--- src/rtl/can_err_ovld_tx.sv ---
// CAN error/overload frame transmitter.
// Advanced once per bit time on the sample-point strobe SP. Drives the error or
// overload flag, waits for other nodes' superposed flags to end, checks the
// recessive delimiter and then supervises intermission. An overload may chain
// from intermission, up to MAX_OVLD frames back to back.
module can_err_ovld_tx #(
  parameter int FLAG_LEN  = 6,
  parameter int DELIM_LEN = 8,
  parameter int INTER_LEN = 3,
  parameter int DOM_LIMIT = 14,
  parameter int DOM_STEP  = 8,
  parameter int MAX_OVLD  = 2
) (
  input  logic SP,
  input  logic reset,
  input  logic RX,
  input  logic ERR_REQ,
  input  logic OVLD_REQ,
  input  logic ERROR_PASSIVE,
  output logic TX,
  output logic BUSY,
  output logic FRAME_TYPE,
  output logic DONE,
  output logic DOM_ERR,
  output logic FORM_ERR,
  output logic SOF_DET
);

  localparam int CNT_MAX = (FLAG_LEN > DELIM_LEN)
                         ? ((FLAG_LEN > INTER_LEN) ? FLAG_LEN : INTER_LEN)
                         : ((DELIM_LEN > INTER_LEN) ? DELIM_LEN : INTER_LEN);
  localparam int CNT_W  = $clog2(CNT_MAX + 1);
  localparam int DOM_W  = $clog2(DOM_LIMIT + 1);
  localparam int STEP_W = $clog2(DOM_STEP + 1);
  localparam int OVLD_W = $clog2(MAX_OVLD + 1);

  localparam logic [CNT_W-1:0]  CNT_ONE    = CNT_W'(1);
  localparam logic [CNT_W-1:0]  FLAG_N     = CNT_W'(FLAG_LEN);
  localparam logic [CNT_W-1:0]  DELIM_LAST = CNT_W'(DELIM_LEN - 1);
  localparam logic [CNT_W-1:0]  INTER_LAST = CNT_W'(INTER_LEN - 1);
  localparam logic [DOM_W-1:0]  DOM_N      = DOM_W'(DOM_LIMIT);
  localparam logic [DOM_W-1:0]  DOM_LAST   = DOM_W'(DOM_LIMIT - 1);
  localparam logic [STEP_W-1:0] STEP_LAST  = STEP_W'(DOM_STEP - 1);
  localparam logic [OVLD_W-1:0] OVLD_N     = OVLD_W'(MAX_OVLD);

  typedef enum logic [2:0] {
    IDLE     = 3'd0,
    FLAG     = 3'd1,
    WAIT_REC = 3'd2,
    DELIM    = 3'd3,
    INTER    = 3'd4
  } state_t;

  state_t             state;
  logic [CNT_W-1:0]   cnt;       // flag bits / passive run / delimiter / intermission bit
  logic               passive;   // current flag is a passive (recessive) error flag
  logic               last_rx;   // previous RX sample, for the passive equal-bit run
  logic [DOM_W-1:0]   dom_cnt;   // dominant bits after the flag, saturates at DOM_LIMIT
  logic [STEP_W-1:0]  step_cnt;  // dominant bits since the last DOM_ERR beyond the limit
  logic [OVLD_W-1:0]  ovld_cnt;  // overload frames in the current chain
  logic [CNT_W-1:0]   run_next;

  // Length of the run of equal RX samples including this one (passive flag).
  always_comb begin
    run_next = CNT_ONE;
    if (cnt != '0 && RX == last_rx) run_next = cnt + CNT_ONE;
  end

  // Frame sequencer with registered bus drive, status and event pulses.
  always_ff @(posedge SP or posedge reset) begin
    if (reset) begin
      state      <= IDLE;
      cnt        <= '0;
      passive    <= 1'b0;
      last_rx    <= 1'b1;
      dom_cnt    <= '0;
      step_cnt   <= '0;
      ovld_cnt   <= '0;
      TX         <= 1'b1;
      BUSY       <= 1'b0;
      FRAME_TYPE <= 1'b0;
      DONE       <= 1'b0;
      DOM_ERR    <= 1'b0;
      FORM_ERR   <= 1'b0;
      SOF_DET    <= 1'b0;
    end else begin
      DONE     <= 1'b0;
      DOM_ERR  <= 1'b0;
      FORM_ERR <= 1'b0;
      SOF_DET  <= 1'b0;
      unique case (state)
        IDLE: begin
          TX   <= 1'b1;
          BUSY <= 1'b0;
          if (ERR_REQ) begin
            state      <= FLAG;
            BUSY       <= 1'b1;
            FRAME_TYPE <= 1'b0;
            ovld_cnt   <= '0;
            passive    <= ERROR_PASSIVE;
            TX         <= ERROR_PASSIVE;
            cnt        <= ERROR_PASSIVE ? '0 : CNT_ONE;
          end else if (OVLD_REQ && ovld_cnt < OVLD_N) begin
            state      <= FLAG;
            BUSY       <= 1'b1;
            FRAME_TYPE <= 1'b1;
            ovld_cnt   <= ovld_cnt + 1'b1;
            passive    <= 1'b0;
            TX         <= 1'b0;
            cnt        <= CNT_ONE;
          end
        end
        FLAG: begin
          if (passive) begin
            // Passive flag ends after FLAG_LEN equal consecutive bus samples.
            last_rx <= RX;
            if (run_next == FLAG_N) begin
              state    <= WAIT_REC;
              cnt      <= '0;
              dom_cnt  <= '0;
              step_cnt <= '0;
            end else begin
              cnt <= run_next;
            end
          end else if (cnt == FLAG_N) begin
            TX       <= 1'b1;
            state    <= WAIT_REC;
            cnt      <= '0;
            dom_cnt  <= '0;
            step_cnt <= '0;
          end else begin
            cnt <= cnt + CNT_ONE;
          end
        end
        WAIT_REC: begin
          TX <= 1'b1;
          if (!RX) begin
            // Count up to the limit, then keep the cadence on a separate step counter.
            if (dom_cnt != DOM_N) begin
              dom_cnt <= dom_cnt + 1'b1;
              if (dom_cnt == DOM_LAST) DOM_ERR <= 1'b1;
            end else if (step_cnt == STEP_LAST) begin
              step_cnt <= '0;
              DOM_ERR  <= 1'b1;
            end else begin
              step_cnt <= step_cnt + 1'b1;
            end
          end else begin
            state <= DELIM;
            cnt   <= CNT_ONE;
          end
        end
        DELIM: begin
          TX <= 1'b1;
          if (RX) begin
            if (cnt == DELIM_LAST) begin
              state <= INTER;
              cnt   <= '0;
            end else begin
              cnt <= cnt + CNT_ONE;
            end
          end else begin
            // Dominant bit in the delimiter restarts as a fresh error frame.
            FORM_ERR   <= 1'b1;
            state      <= FLAG;
            FRAME_TYPE <= 1'b0;
            ovld_cnt   <= '0;
            passive    <= ERROR_PASSIVE;
            TX         <= ERROR_PASSIVE;
            cnt        <= ERROR_PASSIVE ? '0 : CNT_ONE;
          end
        end
        INTER: begin
          TX <= 1'b1;
          if (cnt == INTER_LAST) begin
            DONE     <= 1'b1;
            SOF_DET  <= ~RX;
            state    <= IDLE;
            BUSY     <= 1'b0;
            ovld_cnt <= '0;
            cnt      <= '0;
          end else if ((!RX || OVLD_REQ) && ovld_cnt < OVLD_N) begin
            state      <= FLAG;
            FRAME_TYPE <= 1'b1;
            ovld_cnt   <= ovld_cnt + 1'b1;
            passive    <= 1'b0;
            TX         <= 1'b0;
            cnt        <= CNT_ONE;
          end else begin
            cnt <= cnt + CNT_ONE;
          end
        end
        default: begin
          state <= IDLE;
          TX    <= 1'b1;
          BUSY  <= 1'b0;
        end
      endcase
    end
  end

endmodule

--- config.mk ---
export PLATFORM = sky130hd
export DESIGN_NAME = can_err_ovld_tx
export DESIGN_NICKNAME = d
export VERILOG_FILES = /design/src/rtl/can_err_ovld_tx.sv
export SDC_FILE = /design/constraint.sdc
export NUM_CORES = 1
export LEC_CHECK = 0
export CAP_MARGIN = 15
export CELL_PAD_IN_SITES_DETAIL_PLACEMENT = 1
export CELL_PAD_IN_SITES_GLOBAL_PLACEMENT = 1
export CORE_ASPECT_RATIO = 0.6
export CORE_MARGIN = 10
export CORE_UTILIZATION = 31
export DETAILED_ROUTE_END_ITERATION = 6
export PLACE_DENSITY = 0.67
export SETUP_SLACK_MARGIN = 0.02
export SLEW_MARGIN = 5
export SYNTH_ARGS = -nofsm -noshare
export SYNTH_HDL_FRONTEND = slang
export SYNTH_SLANG_ARGS = --single-unit
export TNS_END_PERCENT = 100
--- constraint.sdc ---
create_clock -name SP -period 2.35 [get_ports SP]
set_clock_uncertainty 0.1 [all_clocks]
set_input_delay 0.47 -clock SP [delete_from_list [all_inputs] [get_ports SP]]
set_output_delay 0.47 -clock SP [all_outputs]
set_load 0.03 [all_outputs]
* After elaboration in Yosys (flattened, before gate mapping)
Index checks and enable logic that the tools add are counted.
** Word-level totals
- Register bits after elaboration :: 26
- Latch bits :: 0
- Bits in writable memories :: 0
- ROM bits :: 0
- Bits of input ports :: 6
- Output and inout bits :: 7
- Logic and storage cells :: 143
- Memories :: 0
** Cells by class
- Add/sub/neg operators :: 4
- Multipliers :: 0
- Divide/modulo/power cells :: 0
- $lt $le $gt $ge :: 1
- Equality and inequality tests :: 27
- Shift-type cells :: 0
- Muxes and demuxes :: 75
- Bitwise gates (word level) :: 2
- Reductions and logical operators :: 20
** Operators with widths (count)
- 2-to-1 mux 4 bit :: 19
- 2-to-1 mux 1 bit :: 32
- 2-to-1 mux 3 bit :: 10
- inequality test 2 bit, second input constant :: 10
- one-hot mux 4 bit (5 select lines) :: 1
- equality test 4 x 3 -> 1 bit, second input constant :: 4
- one-hot mux 4 bit (2 select lines) :: 2
- inequality test 3 bit, second input constant :: 5
- one-hot mux 3 bit (5 select lines) :: 1
- AND reduction 5 bit :: 3
- adder 4 x 1 -> 4 bit, second input constant :: 3
- 2-to-1 mux 2 bit :: 5
- one-hot mux 1 bit (3 select lines) :: 3
- equality test 3 x 2 -> 1 bit, second input constant :: 2
- one-hot mux 2 bit (3 select lines) :: 1
- AND reduction 2 bit :: 3
- AND reduction 6 bit :: 1
- nonzero test 5 bit :: 1
- equality test 4 x 2 -> 1 bit, second input constant :: 1
- equality test 4 bit, second input constant :: 1
- inequality test 4 bit, second input constant :: 1
- one-hot mux 1 bit (4 select lines) :: 1
- AND reduction 4 bit :: 1
- nonzero test 4 bit :: 1
- other kinds (14) :: 17

* Longest topological paths before layout
- Depth after elaboration :: 7
- Mapped depth :: 7
- Gate-level depth less buffers :: 7

* Worst setup path before layout
OpenSTA, ideal clock, no wires.
- Path kind :: flip-flop to flip-flop
- Start :: register cnt[0]
- End :: register dom_cnt[2]
- Library setup time :: 0.126 ns
- Arrival :: 2.182 ns
- Data required time :: 2.124 ns
- Path slack :: -0.058 ns
- Stages on the path, launching flop included :: 8
- Buffers on the path :: 0
- Period minus slack after synthesis :: 2.408 ns
- Cell sequence :: dfrtp_1 > inv_1 > ha_1 > nor3b_1 > or4b_1 > a2bb2oi_1 > or3_4 > a221o_1
** On the way
- Cells in the longest elaborated chain, start to end :: 6
- Elaborated cells on any way between the ends :: 9
- Those cells by class :: 1 x add/sub; 4 x eq/ne; 1 x mux; 3 x reduce/logical
** Ends and longest elaborated chain
- from (decl) :: line 55 : logic [CNT_W-1:0] cnt;
- from (signal assigned) :: line 102 : cnt <= ERROR_PASSIVE ? '0 : CNT_ONE;
- from (signal assigned) :: line 123 : cnt <= run_next;
- from (signal assigned) :: line 132 : cnt <= cnt + CNT_ONE;
- branches (longest 5 deep; another with adder 4 x 1 -> 4 bit)
- AND reduction 5 bit (no source line) (*)
- to (signal assigned) :: line 140 : dom_cnt <= dom_cnt + 1'b1;
- to (decl) :: line 58 : logic [DOM_W-1:0] dom_cnt;
Mark *: on every way between the ends.
A chain may end at the register's enable or synchronous reset.

* Worst setup path in the final report
Same ends and word-level chain as after synthesis.

==> results.cfg <==
[finish]
finalInstanceArea_um2 = 2270
layout-drive-gt1-share_pct = 27.9
antennaDiodeCount = 0
layout.nets = 243
area_growth_pct = 31.3

[sta]
period_minus_slack_ns = 2.43
setup_viol = 3
setup_slack_ns = -0.0822
final-max-slew-violation-count = 0
hold_violations = 0
max_slew.worst_pin.slew_ns = 0.585
period_share_pct = 103
rsz0062_at_grt = true
fmax_mhz = 411
max_slew_margin_pct = 60.7

[logic_synthesis]
synth_cell_types = 52
synth_xor_area_share_pct = 1.52
synth_compound_area_share_pct = 20.0
synth_area_um2 = 1730
synth_edf_count = 0
synth_top_family_by_area = simple AND/OR/NAND/NOR gates
syn_avg_cell_area_um2 = 9.06
yosysTopAreaCell = dfrtp_1
synthTopCellsByArea = dfrtp_1, ha_1, mux2_2
ys_warn_count = 0
synth-simple-area-share_pct = 24.7
netlist.area_leader.share_pct = 34.7
synthMuxAreaShare_pct = 5.71
ys_seq_elements = 26
ys_seq_area_share_pct = 37.7
synthAdderAreaFrac_pct = 5.06
synth_flop_cell = dfrtp_1
syn-num-nets = 204
syn_inst = 191
async_reset_ff_share_pct = 100

[critical_path]
critPathRequiredTime_ns = 2.42
cp_slowest_cell = or4b_4
critPathMaxStageDelay_ns = 0.55
endpoint_kind = flop
cp-start-kind = flop
cp_max_fo = 4
crit_chain = inv_2, ha_4, nor3b_4, or4b_4, a2bb2oi_2, or3_4, a221o_1
path_class = reg -> reg
critical_path_arrival_ns = 2.50

[run_status]
violations = setup timing
status = finished with violations

[floorplanning]
die_area_um2 = 9070
initial_utilization_pct = 33.1
chipHeight_um = 77.9
rows = 20
ios = 13
core_region_area_um2 = 5230
die_width_um = 116

[global_routing]
grt.total_usage_pct = 12.4
grt_max_degree = 27
grt.overflow.total = 0
grt_antenna_before_repair = 0
first_global_vias = 1644
grt_pass1_wl_mm = 8.87

[cts]
clock_latency_ns = 0.28
h-tree-depth = 1
cts_tree = done
root_buffer = clkbuf_8
clock_path_buffers = 2
path_clk_slew_ns = 0.10
cts_sinks = 26
cts_buffers = 3

[routing]
drt_iter0_markers = 99
wl_mm = 5.45
num_vias = 1587
vias_per_cell = 5.38
drc_errors = 0
post_drt_wl_per_cell_um = 18.5
antenna_left = 0
drtPass1Iterations = 4

[place]
place_ws_ns = -0.489
place_congestion = 0.897
hpwl_mm = 4.23
placed_cell_area_um2 = 2080
port_buffers = 12

[min_path]
hold_path.class = reg -> reg

[power_and_ir_drop]
powerDensity_nw_per_um2 = 1270
vdd_drop_max_mv = 0.486
finalPower_mw = 2.89
p_leak_nw = 0.998

[flow_run]
drv_cap = 0
worst max-delay path: cells and delay by family, from the launching register on:
kind,cells,cell delay (ns)
AOI/OAI and AO/OA,2,0.51
adders and majority gates,1,0.16
buffers and inverters,1,0.07
DFF,1,0.42
and+or+nand+nor,3,1.07
cells in the final DEF, fill, tap and decap left out, types with 6 or more instances in the layout:
master	instances
o21ai_0	11
nor2b_1	6
a21oi_1	9
nor2_1	15
nand3_1	8
buf_4	31
nand2_1	17
clkdlybuf4s50_1	11
inv_1	9
dfrtp_1	24
final cells by class:
cell class	instances	area, um2
Clock buffer	3	41.3
Clock inverter	1	30.0
Fill cell	610	2960
Inverter	10	37.5
Multi-Input combinational cell	146	1080
Sequential cell	26	653
Tap cell	66	82.6
Timing Repair Buffer	43	352
where the power goes:
group,leakage [nW],switching [mW],internal [mW]
Clock,0.0357,0.155,0.228
Sequential,0.340,0.118,0.594
Combinational,0.622,0.955,0.838
metrics by stage:
stage,utilization [%],TNS [ns],instances,hold WS [ns]
global placement,39.8,-2.35,287,0.384
floorplan,-,-0.0357,191,0.347
global route,43.4,-0.398,295,0.439
finish,43.4,-0.111,295,0.406
CTS,42.2,-0.0923,292,0.412
detailed placement,39.8,-2.89,287,0.397
timing repair:
item / in CTS / in global routing
pin swaps: 0 / 2
setup buffers: 1 / 4
endpoints found under the hold margin: 0 / 0
gates cloned: 0 / 0
hold buffers: 0 / 0
resized for setup: 12 / 7
endpoints found under the setup margin: 8 / 16
kinds of logic after synthesis:
kind of cell / after synthesis
buffers and inverters: 19
and+or+nand+nor: 76
AOI/OAI and AO/OA: 51
DFF: 26
muxes: 9
xor gates and xnor gates: 3
adders and majority gates: 7
final timing paths:
path | start | endpoint | slack [ns] | depth (start not counted)
hold / removal | ovld_cnt[0]$_DFFE_PP0P_ | ovld_cnt[0]$_DFFE_PP0P_ | 0.41 | 1
max in group asynchronous | reset | TX$_DFFE_PP1P_ | 1.39 | 3
setup / recovery | cnt[0]$_DFFE_PP0P_ | dom_cnt[2]$_DFFE_PP0P_ | -0.08 | 7
hold reg to reg | ovld_cnt[0]$_DFFE_PP0P_ | ovld_cnt[0]$_DFFE_PP0P_ | 0.41 | 1
setup reg to reg | cnt[0]$_DFFE_PP0P_ | dom_cnt[2]$_DFFE_PP0P_ | -0.08 | 7
min in group asynchronous | reset | DOM_ERR$_DFF_PP0_ | 0.45 | 3
synth_stat cells, types with 3 or more instances:
cell type	instances
a21oi_1	9
a31oi_1	5
clkbuf_1	5
dfrtp_1	24
ha_1	7
inv_1	10
mux2_2	7
nand2_1	18
nand2b_1	3
nand3_1	8
nor2_1	15
nor2b_1	6
nor3b_1	4
o21ai_0	12
o2bb2ai_1	4
o31ai_1	3
xor2_1	3
state kept, by name, summed over array words and instances, names as in the netlist:
signal and flops:
BUSY 1, DOM_ERR 1, DONE 1, FORM_ERR 1, FRAME_TYPE 1, SOF_DET 1, TX 1, cnt 4
dom_cnt 4, last_rx 1, ovld_cnt 2, passive 1, state 3, step_cnt 4
routing by layer:
| layer | routed length (um) | global-route usage, % |
|---|---|---|
| met4 | 22 | 1.49 |
| met3 | 378 | 3.76 |
| met5 | 0 | 0 |
| met1 | 2980 | 19.4 |
| met2 | 2070 | 16.1 |
No activity file was read; power rests on OpenSTA's default activity.
